[src/rtl/add_arbiter.sv]
// Round-robin arbiter that time-shares one 4-bit ripple-carry adder between two
// requesters, returning the registered 5-bit sum tagged with the owner's ID.

module addition (
  input  logic [3:0] a,
  input  logic [3:0] b,
  output logic [4:0] y
);

  logic carry;

  always_comb begin
    carry = 1'b0;
    y     = '0;
    for (int i = 0; i < 4; i++) begin
      y[i]  = a[i] ^ b[i] ^ carry;
      carry = (a[i] & b[i]) | (carry & (a[i] ^ b[i]));
    end
    y[4] = carry;
  end

endmodule

module add_arbiter #(
  parameter int CNT_W = 8
) (
  input  logic             clk,
  input  logic             rst,
  input  logic             r0_valid,
  input  logic [3:0]       r0_a,
  input  logic [3:0]       r0_b,
  output logic             r0_ready,
  input  logic             r1_valid,
  input  logic [3:0]       r1_a,
  input  logic [3:0]       r1_b,
  output logic             r1_ready,
  output logic             resp_valid,
  output logic             resp_id,
  output logic [4:0]       resp_sum,
  input  logic             resp_ready,
  output logic             busy,
  output logic [CNT_W-1:0] op_count
);

  typedef enum logic [1:0] {IDLE, CALC, RESP} state_t;

  state_t     state;
  state_t     next_state;
  logic       prio;
  logic       owner;
  logic [3:0] op_a;
  logic [3:0] op_b;
  logic [4:0] adder_y;
  logic       have_winner;
  logic       winner;
  logic       grant;
  logic       resp_done;

  // The adder only ever sees the latched operands, never the live request ports.
  addition u_addition (
    .a(op_a),
    .b(op_b),
    .y(adder_y)
  );

  assign have_winner = r0_valid | r1_valid;
  assign winner      = (r0_valid && r1_valid) ? prio : r1_valid;
  assign resp_done   = (state == RESP) && resp_ready;

  always_comb begin
    next_state = state;
    r0_ready   = 1'b0;
    r1_ready   = 1'b0;
    grant      = 1'b0;
    case (state)
      IDLE: begin
        if (have_winner) begin
          r0_ready   = ~winner;
          r1_ready   = winner;
          grant      = 1'b1;
          next_state = CALC;
        end
      end
      CALC: next_state = RESP;
      RESP: if (resp_ready) next_state = IDLE;
      default: next_state = IDLE;
    endcase
  end

  always_ff @(posedge clk) begin
    if (rst) begin
      state      <= IDLE;
      busy       <= 1'b0;
      prio       <= 1'b0;
      owner      <= 1'b0;
      op_a       <= '0;
      op_b       <= '0;
      resp_valid <= 1'b0;
      resp_id    <= 1'b0;
      resp_sum   <= '0;
      op_count   <= '0;
    end else begin
      state <= next_state;
      busy  <= (next_state != IDLE);
      if (grant) begin
        op_a  <= winner ? r1_a : r0_a;
        op_b  <= winner ? r1_b : r0_b;
        owner <= winner;
      end
      if (state == CALC) begin
        resp_sum   <= adder_y;
        resp_id    <= owner;
        resp_valid <= 1'b1;
      end
      // Handing the favour to the other side guarantees alternation under contention.
      if (resp_done) begin
        resp_valid <= 1'b0;
        op_count   <= op_count + 1'b1;
        prio       <= ~owner;
      end
    end
  end

endmodule

[config.mk]
export PLATFORM = sky130hd
export DESIGN_NAME = add_arbiter
export DESIGN_NICKNAME = d
export VERILOG_FILES = /design/src/rtl/add_arbiter.sv
export SDC_FILE = /design/constraint.sdc
export NUM_CORES = 1
export LEC_CHECK = 0
export CAP_MARGIN = 0
export CORE_ASPECT_RATIO = 1.2
export CORE_MARGIN = 5
export CORE_UTILIZATION = 41
export DETAILED_ROUTE_END_ITERATION = 8
export PLACE_DENSITY = 0.85
export RECOVER_POWER = 25
export SYNTH_ARGS = -nofsm -noshare
export SYNTH_HDL_FRONTEND = slang
export SYNTH_SLANG_ARGS = --single-unit
[constraint.sdc]
create_clock -name clk -period 1.8 [get_ports clk]
set_input_delay 0.36 -clock clk [delete_from_list [all_inputs] [get_ports clk]]
set_output_delay 0.36 -clock clk [all_outputs]
set_load 0.01 [all_outputs]
==> flow_metrics.env, run 1 <==
export IMPL_status="finished, violations left"
export IMPL_power_density_nw_per_um2=675
export IMPL_slew_limit_headroom_pct=79.7
export IMPL_path_max_fanout=2
export IMPL_required_ns=2.06
export IMPL_area_growth_pct=44.6
export IMPL_syn_area_per_cell_um2=8.65
export IMPL_core_area_um2=3060
export IMPL_slowest_stage="fa_2"
export IMPL_async_flop_share_pct=0
export IMPL_die_area_um2=4370
export IMPL_ant_nets=0
export IMPL_hold_start="r0_valid"
export IMPL_antenna_found_initial=0
export IMPL_ys_seq_area_share_pct=43.5
export IMPL_wirelength_mm=3.18
export IMPL_setup_ws_ns=-0.0320
export IMPL_fin_crit_ns=1.83
export IMPL_worstSetupPathType="flip-flop to flip-flop"
export IMPL_synth_top_area_cell="dfxtp_1"
export IMPL_yosysMostFrequentCell="dfxtp_1"
export IMPL_syn_area_um2=1290
export IMPL_dp_cells=233
export IMPL_crit_path_start_kind="flip-flop"
export IMPL_die_h_um=71.4
export IMPL_fillers=259
export IMPL_die_x_um=61.2
export IMPL_clock_skew_final_ns=0.00637
export IMPL_tns_ns=-0.0320
export IMPL_numPortBuffers=38
export IMPL_holdPathStages=4
export IMPL_pre_cts_slack_ns=-0.276
export IMPL_crit_family="adder cells"
export IMPL_worst_pin_slew_ns=0.305
export IMPL_synth_top_cell_area_share_pct=43.5
export IMPL_fin_crit_sh_pct=102
export IMPL_timing_rr_start="op_b[0]$_SDFFE_PP0P_"
export IMPL_syn_inst=149
export IMPL_clock_sinks=28
export IMPL_place_hpwl_mm=2.47
export IMPL_overflow=0
export IMPL_ir_drop_mv=0.398
export IMPL_cts_buffers_inserted=3
export IMPL_netlist_top_cells_count="dfxtp_1 (28), a21oi_1 (16), o21ai_0 (13), nor2_1 (11)"
export IMPL_cp_data_arrival_time_ns=2.09
export IMPL_drv_slew=0
export IMPL_startpoint="op_b[0]$_SDFFE_PP0P_"
export IMPL_nets=230
export IMPL_drive_above_1_share_pct=18.8
export IMPL_clkTransAtPathRegs_ns=0.14
export IMPL_violations="negative setup slack"
export IMPL_ios=39
export IMPL_crit_chain="ha_4 -> inv_2 -> fa_2 -> inv_2 -> fa_2 -> inv_2 -> fa_2 -> a211oi_2"
export IMPL_fmax_ghz=0.546
export IMPL_routed_via_count=1278
export IMPL_reg2reg_to="resp_sum[3]$_SDFFE_PP0N_"
export IMPL_gr_usage_all_layers_pct=15.0
export IMPL_hold_end="owner$_SDFFE_PP0P_"
export IMPL_stdcell_count=238
export IMPL_grt_max_degree=29
export IMPL_ctsHoldBuffers=0
export IMPL_timing_max_cap_violations=0
export IMPL_ys_flop_type="dfxtp_1"
export IMPL_hp_class="input pin to flip-flop"
export IMPL_syn_num_nets=175
export IMPL_synth_area_top_cells="dfxtp_1 (43%), a21oi_1 (6.2%), o21ai_0 (5.0%)"
export IMPL_slowest_delay_ns=0.43
export IMPL_diodes=0
export IMPL_synth_edf_count=0
export IMPL_avgViaCountPerCell=5.37
export IMPL_synth_seq_cells=28
export IMPL_start_util_pct=42.2
export IMPL_grt_pass1_vias=1183
export IMPL_r2r_setup_slack_ns=-0.03
export IMPL_totalPowerFinal_w=0.00126
export IMPL_h_tree_depth=1
export IMPL_routabilityCongestion=0.859
export IMPL_first_pass_iters=4
export IMPL_clk_path_buf_depth=2
export IMPL_critPathCaptureType="flip-flop"
export IMPL_p_leak_nw=0.682
export IMPL_finalHoldViolCount=0
export IMPL_drt_drc_violations_left=0
export IMPL_grt_first_pass_wirelength_mm=5.18
export IMPL_postLayoutCoreUtil_pct=61.0
export IMPL_clk_latency_ns=0.32
export IMPL_rows=22
export IMPL_rsz0062_at_grt="true"
export IMPL_yosysWarnings=0
export IMPL_drt_wirelength_per_cell_um=13.3
export IMPL_r2r_cells=8
export IMPL_cts_tree="built"
export IMPL_cts_root_buffer="clkbuf_4"
export IMPL_yosysUniqueCellTypes=31
export IMPL_first_iter_violations=35
export IMPL_finalSetupViolations=1
export IMPL_worst_path_buf_inv=3
-- final cells by class --
| type | count | area (um^2) | area share, % |
|---|---|---|---|
| Multi-Input combinational cell | 103 | 682 | 36.6 |
| Sequential cell | 28 | 563 | 30.2 |
| Timing Repair Buffer | 58 | 513 | 27.5 |
| Tap cell | 36 | 45.0 | 2.42 |
| Inverter | 10 | 37.5 | 2.01 |
| Clock buffer | 3 | 22.5 | 1.21 |
-- power by group --
part           switching (W)  internal, W  leakage (nW)
combinational       0.000148     0.000166         0.438
clock               0.000175    0.0000786        0.0138
sequential         0.0000255     0.000664         0.230
-- registers in the layout, summed over array words and instances, names as in the netlist --
name and count:
prio 1, busy 1, op_a 4, op_count 8, owner 1, resp_sum 5
resp_id 1, op_b 4, resp_valid 1, state 2
-- cell families (layout without fill, tap and decap cells) --
group | after synthesis | in the layout | synth area share, %
AO/OA/AOI/OAI | 47 | 47 | 22.0
XOR/XNOR | 2 | 2 | 1.36
adder cells (fa/ha/maj) | 5 | 5 | 6.60
buffers and inverters | 18 | 71 | 5.92
flip-flops | 28 | 28 | 43.5
multiplexers | 1 | 1 | 0.777
AND/OR/NAND/NOR | 48 | 48 | 19.8
-- metrics by stage --
| stage | hold slack [ns] | cell area [um^2] |
|---|---|---|
| CTS | 0.467 | 1860 |
| global route | 0.492 | 1860 |
| detailed placement | 0.449 | 1810 |
| floorplan | 0.437 | 1290 |
| finish | 0.454 | 1860 |
| global placement | 0.447 | 1810 |
-- timing repair --
action                     4_1_cts  5_1_grt
pin swaps                        0        1
setup endpoints to repair        4        4
resized for setup               11        8
setup buffers                    2        0
-- worst max-delay path by stage --
stage	end	slack, ns	cells after the start
global route	resp_sum[3]$_SDFFE_PP0N_	-0.09	8
floorplan	resp_sum[3]$_SDFFE_PP0N_	0.02	8
CTS	resp_sum[3]$_SDFFE_PP0N_	-0.08	8
finish	resp_sum[3]$_SDFFE_PP0N_	-0.03	8
global placement	r0_ready	-0.24	5
detailed placement	r0_ready	-0.28	5
-- worst min-delay path: stages --
cell	delay (ns)
dlymetal6s2s_1	0.12
nand2b_1	0.10
nand3_1	0.11
a21oi_1	0.06
-- placed cells by master, fill, tap and decap left out, drive strengths merged --
cell type / Yosys / layout
or2b: 1 / 1
nor2: 11 / 11
clkbuf: 6 / 8
or3b: 1 / 1
a211oi: 3 / 3
a311oi: 4 / 4
dlygate4sd3: 0 / 1
o31ai: 2 / 2
fa: 3 / 3
mux2i: 1 / 1
or3: 3 / 3
nand2: 10 / 10
o2111ai: 4 / 4
a31oi: 5 / 5
xor2: 2 / 2
inv: 10 / 10
nand3b: 1 / 1
nand4b: 1 / 1
nor2b: 1 / 1
buf: 2 / 16
dlymetal6s2s: 0 / 1
or4: 2 / 2
clkdlybuf4s50: 0 / 34
or2: 3 / 3
nand4: 6 / 6
and2b: 1 / 1
nand2b: 1 / 1
o21ai: 13 / 13
clkdlybuf4s15: 0 / 1
dfxtp: 28 / 28
a21oi: 16 / 16
nand3: 6 / 6
ha: 2 / 2
-- layer usage --
layer  routed length [um]  part of all wire (%)  track usage, %  vias up
met5                    0                     0               0        -
li1                     -                     -               -      648
met1                 1320                    42            18.9      586
met3                  174                   5.5            1.98        6
met2                 1630                    51            25.4       38
met4                   55                   1.7            5.54        0
No activity file was read; power rests on OpenSTA's default activity.
==> inputs of run 2 (changes only) <==
--- a/config.mk
+++ b/config.mk
@@ -12,6 +12,7 @@
 export DETAILED_ROUTE_END_ITERATION = 8
 export PLACE_DENSITY = 0.85
 export RECOVER_POWER = 25
+export SETUP_SLACK_MARGIN = 0.05
 export SYNTH_ARGS = -nofsm -noshare
 export SYNTH_HDL_FRONTEND = slang
 export SYNTH_SLANG_ARGS = --single-unit
==> run 2 against run 1 <==
  * The flow still finishes with violations (negative setup slack)
  * Sequential share of layout area shrank 0.79 points
  * Sequential cell count is the same
  * Clock power is 15% higher
  * Clock skew down 0.0021 ns
  * Utilization rose by 1.9 points
  * Maximum frequency rose by 0.37%
  * Hold slack better by 0.017 ns
  * Global-route usage is 0.27 points lower
  * Critical endpoint unchanged
==> flow_metrics.env, run 2 (synthesis results as in run 1) <==
export IMPL_status="finished, violations left"
export IMPL_violations="negative setup slack"
export IMPL_routed_via_count=1340
export IMPL_h_tree_depth=1
export IMPL_wirelength_mm=3.20
export IMPL_core_area_um2=3060
export IMPL_first_pass_iters=4
export IMPL_clock_skew_final_ns=0.00431
export IMPL_die_h_um=71.4
export IMPL_ir_drop_mv=0.518
export IMPL_totalPowerFinal_w=0.00132
export IMPL_r2r_cells=8
export IMPL_final_cell_mix="clkdlybuf4s50_1 (34), dfxtp_1 (24), buf_4 (19)"
export IMPL_cp_data_arrival_time_ns=2.04
export IMPL_die_area_um2=4370
export IMPL_worst_pin_slew_ns=0.294
export IMPL_postLayoutCoreUtil_pct=62.9
export IMPL_numPortBuffers=38
export IMPL_holdPathStages=4
export IMPL_hold_end="owner$_SDFFE_PP0P_"
export IMPL_cts_buffers_inserted=3
export IMPL_finalHoldViolCount=0
export IMPL_slew_limit_headroom_pct=80.4
export IMPL_ctsHoldBuffers=0
export IMPL_hp_class="input pin to flip-flop"
export IMPL_drive_above_1_share_pct=23.7
export IMPL_drt_drc_violations_left=0
export IMPL_reg_top3="op_count: 8 flops, resp_sum: 5 flops"
export IMPL_fin_crit_sh_pct=101
export IMPL_place_hpwl_mm=2.45
export IMPL_first_iter_violations=50
export IMPL_routabilityCongestion=0.865
export IMPL_path_max_fanout=2
export IMPL_clk_path_buf_depth=2
export IMPL_worstSetupPathType="flip-flop to flip-flop"
export IMPL_cts_root_buffer="clkbuf_4"
export IMPL_regMostFlops="op_count"
export IMPL_clk_latency_ns=0.32
export IMPL_p_leak_nw=0.723
export IMPL_timing_rr_start="op_a[0]$_SDFFE_PP0P_"
export IMPL_grt_first_pass_wirelength_mm=5.13
export IMPL_nets=234
export IMPL_gr_usage_all_layers_pct=14.8
export IMPL_r2r_setup_slack_ns=-0.03
export IMPL_hold_start="r1_valid"
export IMPL_fin_crit_ns=1.83
export IMPL_layout_commonest_cell="clkdlybuf4s50_1"
export IMPL_grt_max_degree=29
export IMPL_antenna_found_initial=0
export IMPL_drv_slew=0
export IMPL_ios=39
export IMPL_clkTransAtPathRegs_ns=0.14
export IMPL_finalSetupViolations=1
export IMPL_area_growth_pct=49.1
export IMPL_reg2reg_to="resp_sum[3]$_SDFFE_PP0N_"
export IMPL_die_x_um=61.2
export IMPL_rsz0062_at_grt="true"
export IMPL_setup_ws_ns=-0.0253
export IMPL_critPathCaptureType="flip-flop"
export IMPL_grt_pass1_vias=1227
export IMPL_diodes=0
export IMPL_start_util_pct=42.2
export IMPL_power_density_nw_per_um2=685
export IMPL_drt_wirelength_per_cell_um=13.2
export IMPL_fmax_ghz=0.548
export IMPL_rows=22
export IMPL_avgViaCountPerCell=5.51
export IMPL_clock_sinks=28
export IMPL_crit_path_start_kind="flip-flop"
export IMPL_largest_reg_flops=8
export IMPL_required_ns=2.02
export IMPL_ant_nets=0
export IMPL_overflow=0
export IMPL_cts_tree="built"
export IMPL_timing_max_cap_violations=0
[run 2: per-stage QoR]
step | hold slack (ns) | instances | instance area [um^2] | setup TNS [ns] | setup WS (ns)
finish | 0.471 | 243 | 1920 | -0.0253 | -0.0253
global route | 0.484 | 243 | 1920 | -0.0961 | -0.0961
CTS | 0.477 | 237 | 1860 | -0.0472 | -0.0472
detailed placement | 0.458 | 233 | 1810 | -0.674 | -0.266
global placement | 0.445 | 233 | 1810 | -0.521 | -0.244
floorplan | 0.437 | 149 | 1290 | 0 | 0.0232
[run 2: critical path: stages (launching register included)]
cell      delay, ns
dfxtp_2        0.35
ha_2           0.17
inv_2          0.03
fa_2           0.32
inv_2          0.06
fa_2           0.18
inv_2          0.04
fa_2           0.52
a211oi_2       0.05
[run 2: repair_timing]
item	in CTS	in global routing
resized for setup	16	11
setup endpoints to repair	4	6
setup buffers	0	6
pin swaps	0	1
[run 2: worst max path at each step]
stage,depth (start not counted),to,start,slack [ns]
final,8,resp_sum[3]$_SDFFE_PP0N_,op_a[0]$_SDFFE_PP0P_,-0.03
after global routing,8,resp_sum[3]$_SDFFE_PP0N_,op_a[0]$_SDFFE_PP0P_,-0.1
after CTS,8,resp_sum[3]$_SDFFE_PP0N_,op_a[0]$_SDFFE_PP0P_,-0.05
after detailed placement,5,r1_ready,r1_valid,-0.27
after global placement,5,r0_ready,r0_valid,-0.24
after floorplan,8,resp_sum[3]$_SDFFE_PP0N_,op_a[0]$_SDFFE_PP0P_,0.02
[run 2: cell type report]
cell class,count,area (um^2)
clock buffers,4,36.3
fillers,230,1130
inverters,10,37.5
multi-input cells,103,679
flip-flops and latches,28,566
well taps,36,45.0
repair buffers,62,558
[run 2: layer usage]
layer / GRT usage [%] / up-vias / routed length, um
met2: 25.8 / 58 / 1650
met3: 1.98 / 8 / 199
li1: - / 656 / -
met4: 5.30 / 0 / 67
met5: 0 / - / 0
met1: 17.8 / 618 / 1280
[run 2: power by group]
part | internal, W | switching, W | total [W]
registers | 0.000663 | 0.0000243 | 0.000688
logic | 0.000181 | 0.000154 | 0.000334
clock network | 0.000124 | 0.000170 | 0.000293
total | 0.000968 | 0.000348 | 0.00132
==> inputs of run 3 (changes only) <==
--- a/config.mk
+++ b/config.mk
@@ -10,6 +10,7 @@
 export CORE_MARGIN = 5
 export CORE_UTILIZATION = 41
 export DETAILED_ROUTE_END_ITERATION = 8
+export GPL_ROUTABILITY_DRIVEN = 0
 export PLACE_DENSITY = 0.85
 export RECOVER_POWER = 25
 export SETUP_SLACK_MARGIN = 0.05
==> results of run 3 <==
Same layout as run 2: the final DEF is identical, and so are final timing and power.
